===== config.mk =====
export PLATFORM = sky130hd
export DESIGN_NAME = pwm_duty_capture
export DESIGN_NICKNAME = d
export VERILOG_FILES = /design/src/rtl/pwm_pkg.sv /design/src/rtl/sync_edge_detect.sv /design/src/rtl/pwm_duty_capture.sv
export SDC_FILE = /design/constraint.sdc
export NUM_CORES = 1
export LEC_CHECK = 0
export ABC_AREA = 1
export BUFFER_PORTS_ARGS = -buffer_cell sky130_fd_sc_hd__buf_4
export CAP_MARGIN = 20
export CORE_ASPECT_RATIO = 1.4
export CORE_MARGIN = 2
export CORE_UTILIZATION = 60
export DETAILED_ROUTE_END_ITERATION = 8
export PLACE_DENSITY = 0.9
export SLEW_MARGIN = 20
export SYNTH_ARGS = -nofsm -noshare
export SYNTH_HDL_FRONTEND = slang
export SYNTH_SLANG_ARGS = --single-unit

===== constraint.sdc =====
create_clock -name Clock_in -period 2.7 [get_ports Clock_in]
set_input_delay 0.54 -clock Clock_in [delete_from_list [all_inputs] [get_ports Clock_in]]
set_output_delay 0.54 -clock Clock_in [all_outputs]
set_load 0.02 [all_outputs]

===== src/rtl/pwm_pkg.sv =====
// Shared PWM link constants and capture FSM state type.
// Used by the PWM generator and pwm_duty_capture.
package pwm_pkg;

  localparam int PWM_DUTY_W = 8;
  localparam int PWM_PERIOD = 2 ** PWM_DUTY_W;

  typedef enum logic [2:0] {
    ARM,
    WAIT_RISE,
    HIGH,
    LOW,
    STATIC
  } cap_state_t;

endpackage


===== src/rtl/sync_edge_detect.sv =====
// Two-flop synchronizer with history flop and edge strobes.
// Ports: clk, rst (async high), din (async in), level, rise, fall.
module sync_edge_detect (
  input  logic clk,
  input  logic rst,
  input  logic din,
  output logic level,
  output logic rise,
  output logic fall
);

  logic s1, s2, s3;

  always_ff @(posedge clk or posedge rst) begin
    if (rst) begin
      s1 <= 1'b0;
      s2 <= 1'b0;
      s3 <= 1'b0;
    end else begin
      s1 <= din;
      s2 <= s1;
      s3 <= s2;
    end
  end

  assign level = s2;
  assign rise  = s2 & ~s3;
  assign fall  = ~s2 & s3;

endmodule


===== src/rtl/pwm_duty_capture.sv =====
// Recovers the duty value of a 2**DUTY_W-clock PWM frame.
// Ports: Clock_in, Reset, Pwm_in -> Duty_cycle, Valid, Period_err, Static_level.
module pwm_duty_capture
  import pwm_pkg::*;
#(
  parameter int DUTY_W  = PWM_DUTY_W,
  parameter int TIMEOUT = 512
) (
  input  logic              Clock_in,
  input  logic              Reset,
  input  logic              Pwm_in,
  output logic [DUTY_W-1:0] Duty_cycle,
  output logic              Valid,
  output logic              Period_err,
  output logic              Static_level
);

  localparam int PERIOD = 2 ** DUTY_W;
  localparam int CW     = $clog2(TIMEOUT + 1);
  localparam int SW     = DUTY_W + 2;

  localparam logic [CW-1:0] T_MAX = CW'(TIMEOUT);
  localparam logic [SW-1:0] P_SUM = SW'(PERIOD);

  logic            level, rise, fall;
  logic [CW-1:0]   cnt;
  logic [CW-1:0]   high_len;
  logic [SW-1:0]   period_sum;
  logic            timeout;
  cap_state_t      state;

  sync_edge_detect u_sync (
    .clk   (Clock_in),
    .rst   (Reset),
    .din   (Pwm_in),
    .level (level),
    .rise  (rise),
    .fall  (fall)
  );

  // Phase length: an edge restarts at 1 so a phase of N clocks
  // reads N on the edge that closes it.
  always_ff @(posedge Clock_in or posedge Reset) begin
    if (Reset) begin
      cnt <= '0;
    end else if (rise | fall) begin
      cnt <= CW'(1);
    end else if (cnt != T_MAX) begin
      cnt <= cnt + CW'(1);
    end
  end

  assign period_sum = SW'(high_len) + SW'(cnt);

  // Edges win over timeout; STATIC never re-times out.
  assign timeout = (cnt == T_MAX) && !(rise || fall)
                && (state != STATIC);

  always_ff @(posedge Clock_in or posedge Reset) begin
    if (Reset) begin
      state        <= ARM;
      high_len     <= '0;
      Duty_cycle   <= '0;
      Valid        <= 1'b0;
      Period_err   <= 1'b0;
      Static_level <= 1'b0;
    end else begin
      Valid      <= 1'b0;
      Period_err <= 1'b0;
      if (timeout) begin
        state        <= STATIC;
        Duty_cycle   <= level ? '1 : '0;
        Valid        <= 1'b1;
        Static_level <= level;
      end else begin
        unique case (state)
          ARM: begin
            if (fall) state <= WAIT_RISE;
          end
          WAIT_RISE: begin
            if (rise) state <= HIGH;
          end
          HIGH: begin
            if (fall) begin
              high_len <= cnt;
              state    <= LOW;
            end
          end
          LOW: begin
            if (rise) begin
              if (period_sum == P_SUM) begin
                Duty_cycle <= high_len[DUTY_W-1:0];
                Valid      <= 1'b1;
              end else begin
                Period_err <= 1'b1;
              end
              state <= HIGH;
            end
          end
          STATIC: begin
            if (rise) begin
              state        <= HIGH;
              Static_level <= 1'b0;
            end else if (fall) begin
              state        <= WAIT_RISE;
              Static_level <= 1'b0;
            end
          end
          default: state <= ARM;
        endcase
      end
    end
  end

endmodule


-- Word level (Yosys, flattened, before mapping)
Cells that the tools add are included.
- divide/modulo/power cells: 0
- shifts and indexed selects: 0
- add/subtract/negate cells: 2
- equality and inequality tests: 10
- multipliers: 0
- muxes and demuxes: 25
- bitwise gates (word level): 6
- $lt $le $gt $ge: 0
- reduce and logical (&&, ||, !) cells: 16
- operators with widths (operator ; count):
    2-to-1 mux 8 bit ; 5
    2-to-1 mux 10 bit ; 2
    2-to-1 mux 3 bit ; 5
    2-to-1 mux 1 bit ; 12
    case mux 3 bit (4 select lines) ; 1
    adder 10 x 1 -> 10 bit, second input constant ; 1
    adder 10 bit ; 1
    equality test 10 bit, second input constant ; 1
    equality test 10 x 9 -> 1 bit, second input constant ; 1
    inequality test 10 bit, second input constant ; 1
    nonzero test 2 bit ; 5
    equality test 3 x 2 -> 1 bit, second input constant ; 2
    inequality test 3 bit, second input constant ; 2
    AND reduction 3 bit ; 2
    AND reduction 2 bit ; 2
    equality test 3 x 1 -> 1 bit, second input constant ; 1
    equality test 3 bit, second input constant ; 1
    zero test 3 bit ; 1
    inequality test 3 x 1 -> 1 bit, second input constant ; 1
    NOT 1 bit ; 3
    nonzero test 3 bit ; 1
    bitwise AND 1 bit ; 2
    logical AND 1 bit ; 2
    OR reduction 2 bit ; 1
    3 further kinds ; 3
- memories: 0
- bits of input ports: 3
- latch bits: 0
- output and inout port bits: 11
- memory bits (writable): 0
- word-level logic and storage cells: 69
- bits in read-only memories: 0
- flip-flop bits (word level): 37

-- Longest topological paths before layout
Gate-level depths: netlist of run 1.
- word-level depth: 8
- gate-level depth with buffers: 16
- gate-level depth less buffers: 16

-- Hierarchy
A second synthesis of run 1 with hierarchy kept.
- cells, all modules: 289
- area total of the unflattened synthesis: 2199.6 um^2
- modules (own cells, without submodules) (module ; instances ; seq. area each (um^2) ; cells each ; area an instance (um^2)):
    pwm_duty_capture ; 1 ; 850.8 ; 281 ; 2105.8
    sync_edge_detect ; 1 ; 75.1 ; 8 ; 93.8

-- Worst setup path after synthesis of run 1
Ideal clock, no wire load.
- path kind: flip-flop to flip-flop
- start: register cnt[0]
- end: register Duty_cycle[0]
- stages on the path, launching flop included: 17
- required time: 2.583 ns
- setup slack: 0.658 ns
- clock period less this slack: 2.042 ns
- path buffers: 0
- arrival: 1.925 ns
- library setup time: 0.117 ns
- path through: dfrtp_1 > ha_1 > fa_1 > nand2_1 > nand2_1 > nand3b_2 > nand2_1 > nand2_1 > nand2_1 > inv_1 > nand2_1 > nor2_2 > nand2_2 > nand2_4 > nand2_4 > nand2_1 > nand2_1
- cells in the longest elaborated chain, start to end: 5
- elaborated cells between the ends (all ways): 10
- those cells by class: 1 x add/sub; 2 x eq/ne; 1 x mux; 6 x reduce/logical
- RTL lines (element ; RTL line ; source):
    from (decl) ; pwm_duty_capture.sv:26 ; logic [CW-1:0] cnt;
    from (signal assigned) ; pwm_duty_capture.sv:49 ; cnt <= cnt + CW'(1);
    branches (longest 5 deep; another with adder 10 bit) ; - ;
    to (signal assigned) ; pwm_duty_capture.sv:72 ; Duty_cycle <= level ? '1 : '0;
    to (signal assigned) ; pwm_duty_capture.sv:92 ; Duty_cycle <= high_len[DUTY_W-1:0];
    to (decl) ; pwm_duty_capture.sv:12 ; output logic [DUTY_W-1:0] Duty_cycle,
Parallel ways; which one is timed is not known.
A chain may end at the register's enable or synchronous reset.

-- Worst setup path in the final report of run 1
- start: register cnt[0]
- end: register Duty_cycle[5]
Same word-level chain as after synthesis.

==> results of run 1 <==
metal layers:
layer | vias to the layer above | part of all wire, % | track usage, %
met5 | - | 0 | 0
met4 | 0 | 3.2 | 12.2
li1 | 961 | - | -
met3 | 12 | 3.2 | 4.61
met2 | 49 | 53 | 40.8
met1 | 916 | 41 | 27.3
cell usage after synthesis (all sizes together):
cell type,number
clkbuf,2
nor3,4
nand2,91
ha,14
dfrtp,37
inv,37
a311oi,1
o31ai,1
buf,2
o2111ai,1
a21oi,8
or2,1
nand4,4
clkinv,2
a211oi,1
nand3b,3
a31oi,1
nor2,20
o21a,1
nand3,29
nor4,2
fa,1
xor2,3
o21ai,18
a32oi,1
xnor2,1
state kept, by name, indices dropped and copies added (netlist names):
name and count:
cnt 10, high_len 10, Duty_cycle 8, state 3
Period_err 1, Static_level 1, Valid 1, u_sync.level 1
u_sync.s1 1, u_sync.s3 1
where the power goes:
part / switching [mW] / internal, mW / total [mW]
logic: 0.237 / 0.135 / 0.372
registers: 0.0428 / 0.604 / 0.647
clock network: 0.187 / 0.301 / 0.488
total: 0.466 / 1.04 / 1.51
cell type report:
cell class              count  area [sq um]  share of cell area (%)
well taps                  42          52.6                    2.13
multi-input cells         206          1120                    45.5
inverters                  39           146                    5.93
repair buffers             14           105                    4.26
flip-flops and latches     37           926                    37.5
clock inverters             1          30.0                    1.22
clock buffers               7          86.3                    3.50
worst reg2reg max path: cells and delay by family (launching register included):
| family | cells | cell delay (ps) |
|---|---|---|
| adder cells (fa/ha/maj) | 2 | 670 |
| buffers and inverters | 1 | 40 |
| flip-flops | 1 | 400 |
| AND/OR/NAND/NOR | 13 | 1040 |
worst max path at each step:
stage                                   from                         to  cells past startpoint
final                     cnt[0]$_DFFE_PP0N_  Duty_cycle[5]$_DFFE_PP0P_                     16
after global routing      cnt[0]$_DFFE_PP0N_  Duty_cycle[3]$_DFFE_PP0P_                     16
after global placement    cnt[0]$_DFFE_PP0N_  Duty_cycle[0]$_DFFE_PP0P_                     14
after detailed placement  cnt[0]$_DFFE_PP0N_  Duty_cycle[6]$_DFFE_PP0P_                     14
after CTS                 cnt[0]$_DFFE_PP0N_  Duty_cycle[6]$_DFFE_PP0P_                     14
after floorplan           cnt[0]$_DFFE_PP0N_  Duty_cycle[0]$_DFFE_PP0P_                     16
stage by stage:
| step | power (mW) | setup WS [ps] | hold slack [ps] |
|---|---|---|---|
| floorplan | 0.940 | 658 | 331 |
| global placement | 1.01 | 519 | 336 |
| detailed placement | 1.02 | 431 | 341 |
| CTS | 1.51 | 427 | 352 |
| global route | 1.60 | 197 | 343 |
| finish | 1.51 | 431 | 349 |
cells by family after synthesis:
| family | count (synthesis) | share of synthesized area [%] |
|---|---|---|
| buffers and inverters | 43 | 7.67 |
| XOR/XNOR | 4 | 1.58 |
| AND/OR/NAND/NOR | 154 | 31.9 |
| AO/OA/AOI/OAI | 33 | 8.35 |
| adder cells (fa/ha/maj) | 15 | 8.80 |
| flip-flops | 37 | 41.7 |
==> summary.txt, run 1 <==
Max FO, Critical Path: 10
Synthesized Nets: 304
DRT antenna net count: 0
Dominant cells by area after synthesis: dfrtp_1 (42%), nand2_1 (14%), ha_1 (7.9%), nand3_1 (6.1%), inv_1 (5.9%)
Worst-case reg-to-reg path depth: 16
Largest net degree at the start of global routing: 38
Longest Clk Path Bufs: 2
Final setup skew: 8.20 ps
R2R Setup Slk: 430 ps
Fin. Hold Viols: 0
Cells after DPL: 338
Cell family with most CP delay: simple AND/OR/NAND/NOR gates
RSZ-0062 raised after global routing: no
Post-Synthesis Cells: 286
CP Launch Type: flop
Antenna cells: 0
CTS tree: yes
Fin nets: 321
Post-detail-place hpwl: 3.44 mm
Io pins: 14
Post-synthesis average cell area: 7.76 sq um
Top cell type's share of synthesized area: 41.7%
Setup tns final: 0 ps
Via count: 1938
Crit Path Category: reg2reg
Final Util: 68.4%
Aggregate global-route resource usage: 23.6%
Vias in the first global route: 1868
Global-route wire length before repair: 7.98 mm
Drc violations: 0
CTS Hold Bufs: 0
Die area: 4210 sq um
CTS Buf Count: 5
Most common cell after layout, fill and taps aside: nand2_1
Dpl cell area: 2350 sq um
H-tree levels: 2
Pre-Repair DR Iteration Count: 5
Setup violators final: 0
Worst path required time: 2880 ps
Leakage power: 1.35 nW
Peak supply drop: 596 uV
Cell area after layout: 2470 sq um
Root Buffer: clkbuf_8
DIE WIDTH: 55.4 microns
Status: finished, final reports clean
CP Capture Type: flop
CP most frequent cell: nand2_1
Slew Limit Fails: 0
Finished Layout Cells: 346
Slowest-stage cell, CP: fa_1
Core area: 3610 sq um
Postcts setup bufs: 0
Global placement routability congestion: 0.911
Chip height: 75.9 microns
Post-cts sizing count: 0
Maxcap violations: 0
Area growth syn-to-layout: 11.3%
Highest clock rate: 441 MHz
Final worst path period need: 2270 ps
Cell taking the most area after synthesis: dfrtp_1
GR Overflow Total: 0
Num rows: 26
Slew HR: 65.1%
WP data arrival: 2450 ps
Wire per inst: 13.4 microns
Yosys warns: 0
# clock sinks: 37
Clk slew on worst S/H paths: 70 ps
Slew @ Worst Pin: 522 ps
Initial Util: 61.4%
Final WL: 4.65 mm
Critical R2R Capture: Duty_cycle[5]$_DFFE_PP0P_
Tcrit/Tclk final: 84.0%
Port bufs: 13
Worst-skew pair later-pin latency: 290 ps
Crit-path cells: ha_1 -> fa_1 -> nand2_1 -> nand2_1 -> nand3b_2 -> nand2_1 -> nand2_1 -> nand2_1 -> inv_1 -> nand2_1 -> nor2_2 -> nand2_2 -> nand2_4 -> nand2_4 -> nand2_1 -> nand2_1
Synth Cell Area: 2220 sq um
Hold WC Path Type: in2async
Slowest cell delay on critical path: 430 ps
Filler cells: 288
CP Buf/Inv Count: 1
Sequential share of the synthesized area: 41.7%
Share of cells above drive strength 1: 11.5%
Reg2reg start: cnt[0]$_DFFE_PP0N_
#FFs+latches synth: 37
1st-iter DRT viols: 76
Pwr Density: 610 nW/um^2
Vias per std cell: 5.60
Initial antenna violation count: 0
Most frequent cells in the layout: nand2_1 (85), dfrtp_1 (37), inv_1 (35), nand3_1 (27), nor2_1 (19)
Synth cell types: 34
Note: power is estimated with default switching activity, not from simulation.
==> run 2, diff against run 1 <==
--- a/config.mk
+++ b/config.mk
@@ -5,14 +5,14 @@
 export SDC_FILE = /design/constraint.sdc
 export NUM_CORES = 1
 export LEC_CHECK = 0
-export ABC_AREA = 1
+export ABC_AREA = 0
 export BUFFER_PORTS_ARGS = -buffer_cell sky130_fd_sc_hd__buf_4
 export CAP_MARGIN = 20
 export CORE_ASPECT_RATIO = 1.4
 export CORE_MARGIN = 2
-export CORE_UTILIZATION = 60
+export CORE_UTILIZATION = 54
 export DETAILED_ROUTE_END_ITERATION = 8
-export PLACE_DENSITY = 0.9
+export PLACE_DENSITY = 0.86
 export SLEW_MARGIN = 20
 export SYNTH_ARGS = -nofsm -noshare
 export SYNTH_HDL_FRONTEND = slang
==> constraint.sdc (replaced) <==
create_clock -name Clock_in -period 1.9 [get_ports Clock_in]
set_input_delay 0.38 -clock Clock_in [delete_from_list [all_inputs] [get_ports Clock_in]]
set_output_delay 0.38 -clock Clock_in [all_outputs]
set_load 0.02 [all_outputs]
==> run 2 against run 1 <==
Net effect:
- the run now ends with setup timing left
- clock power increased by 42%
- worst hold slack got worse by 150 ps
- largest cell class unchanged
- total power increased by 45%
- fmax decreased by 12%
- register-to-register slack got worse by 1100 ps
- clock skew about the same
- critical path type unchanged
==> summary.txt, run 2 <==
Status: complete, but fails checks
Violated checks: setup timing
Chip height: 80.1 microns
Initial antenna violation count: 0
Vias per std cell: 5.93
CTS Hold Bufs: 0
Max FO, Critical Path: 8
CP Capture Type: flop
GR Overflow Total: 0
Final setup skew: 8.01 ps
Peak supply drop: 847 uV
Post-Synthesis Cells: 209
Tot Pwr: 2.18 mW
EDFF count, synth: 0
# clock sinks: 37
Clk slew on worst S/H paths: 70 ps
Synth Cell Area: 2230 sq um
Cell taking the most area after synthesis: dfrtp_1
Setup tns final: -6090 ps
Top flop regs: cnt (10), high_len (10), Duty_cycle (8)
Top cells by count, synth: dfrtp_1 (37), nor2_1 (15), ha_1 (14), nand2_1 (12), mux2_2 (10)
Fin nets: 295
Setup violators final: 10
Leakage power: 1.43 nW
#FFs+latches synth: 37
Drc violations: 0
Slew @ Worst Pin: 492 ps
Fin. Hold Viols: 0
Vias in the first global route: 1985
Global-route wire length before repair: 9.00 mm
Dominant cells by area after synthesis: dfrtp_1 (41%), ha_1 (7.8%), mux2_2 (5.0%), xnor2_1 (3.5%), nor2_1 (2.5%)
Pre-Repair DR Iteration Count: 4
Io pins: 14
DIE WIDTH: 58.3 microns
Yosys warns: 0
Hold WC Path Type: in2async
Most frequent cells in the layout: buf_4 (64), dfrtp_1 (37), nor2_1 (15), nand2_1 (12), ha_1 (12)
Via count: 1904
Final WL: 5.71 mm
Core area: 3950 sq um
CTS tree: yes
Crit Path Category: reg2reg
Global placement routability congestion: 0.853
Maxcap violations: 0
Sequential share of the synthesized area: 41.5%
Final worst path period need: 2590 ps
Post-detail-place hpwl: 4.26 mm
Highest clock rate: 387 MHz
Port bufs: 13
Synthesized Nets: 227
Most common cell after layout, fill and taps aside: buf_4
Root Buffer: clkbuf_8
Area growth syn-to-layout: 32.6%
Die area: 4670 sq um
Share of cells above drive strength 1: 39.6%
H-tree levels: 2
R2R Setup Slk: -690 ps
Top cell type's share of synthesized area: 41.5%
1st-iter DRT viols: 75
Worst-skew pair later-pin latency: 290 ps
Ys flop type: dfrtp_1
CTS Buf Count: 5
Ys async rst share: 100%
Worst path required time: 2120 ps
Worst-case reg-to-reg path depth: 9
Slew HR: 66.9%
Wire per inst: 17.8 microns
Largest net degree at the start of global routing: 38
Tcrit/Tclk final: 136%
WP data arrival: 2810 ps
Reg2reg start: cnt[0]$_DFFE_PP0N_
DRT antenna net count: 0
RSZ-0062 raised after global routing: yes
Antenna cells: 0
Aggregate global-route resource usage: 26.2%
Fin worst setup slack: -686 ps
Top-count cell post-synth: dfrtp_1
Longest Clk Path Bufs: 2
Slew Limit Fails: 0
Hold_ws: 195 ps
Initial Util: 56.5%
Synth cell types: 55
Pwr Density: 736 nW/um^2
CP Launch Type: flop
Critical R2R Capture: Duty_cycle[5]$_DFFE_PP0P_
Post-synthesis average cell area: 10.7 sq um
Num rows: 27
==> run 2: stage by stage <==
step	area, sq um	util, %	std cells	worst slack (ps)
final	2960	74.9	321	-686
after global routing	2960	74.9	321	-719
after CTS	2900	73.3	319	-715
after detailed placement	2780	70.4	311	-689
after global placement	2780	70.4	311	-584
after floorplan	2270	-	209	-482
==> run 2: timing repair <==
action | in CTS | in global routing
resized for setup | 0 | 8
endpoints found under the setup margin | 10 | 10
pin swaps | 1 | 9
buffers inserted | 0 | 2
==> run 2: critical path: stages, from the launching register on <==
cell       delay (ps)
dfrtp_1           400
ha_2              200
fa_2              390
xnor2_1           180
o211ai_1          110
nand3b_1          240
a2111oi_4         410
buf_4             190
a31o_4            200
o221a_1           210
==> run 2: area by class of cell <==
type                       count  area (sq um)
multi-input combinational    160          1340
fill                         256           993
sequential                    37           926
timing repair buffer          65           492
clock buffer                   7          86.3
tap                           43          53.8
clock inverter                 1          30.0
inverter                       8          30.0
==> run 2: routing by layer <==
layer / track usage, % / part of all wire (%) / up-vias
met2: 43.5 / 51 / 42
met5: 0 / 0 / -
met1: 29.2 / 40 / 928
met3: 4.67 / 2.7 / 20
li1: - / - / 914
met4: 19.3 / 5.6 / 0
==> run 2: worst max path at each step <==
| stage | from | to | slack (ps) | depth (start not counted) |
|---|---|---|---|---|
| 2_1_floorplan | cnt[0]$_DFFE_PP0N_ | Duty_cycle[1]$_DFFE_PP0P_ | -480 | 8 |
| 3_3_place_gp | high_len[0]$_DFFE_PP0P_ | Duty_cycle[6]$_DFFE_PP0P_ | -580 | 8 |
| 3_5_place_dp | high_len[0]$_DFFE_PP0P_ | Duty_cycle[1]$_DFFE_PP0P_ | -690 | 8 |
| 4_1_cts | high_len[0]$_DFFE_PP0P_ | Duty_cycle[5]$_DFFE_PP0P_ | -710 | 8 |
| 5_1_grt | cnt[0]$_DFFE_PP0N_ | Duty_cycle[5]$_DFFE_PP0P_ | -720 | 9 |
| 6_report | cnt[0]$_DFFE_PP0N_ | Duty_cycle[5]$_DFFE_PP0P_ | -690 | 9 |
==> run 2: cells by family after synthesis <==
family          Yosys count  synth area share, %
mux                      13                 6.39
fa+ha+maj                15                 8.74
flops                    37                 41.5
xor+xnor                 10                 3.92
simple gates             67                 16.8
buf+inv                  12                 2.07
compound gates           55                 20.6
==> run 2: power breakdown <==
group / switching (mW) / leakage [nW] / internal [mW] / total, mW
registers: 0.0485 / 0.493 / 0.840 / 0.889
clock network: 0.265 / 0.0585 / 0.428 / 0.693
logic: 0.297 / 0.879 / 0.300 / 0.597
total: 0.611 / 1.43 / 1.57 / 2.18
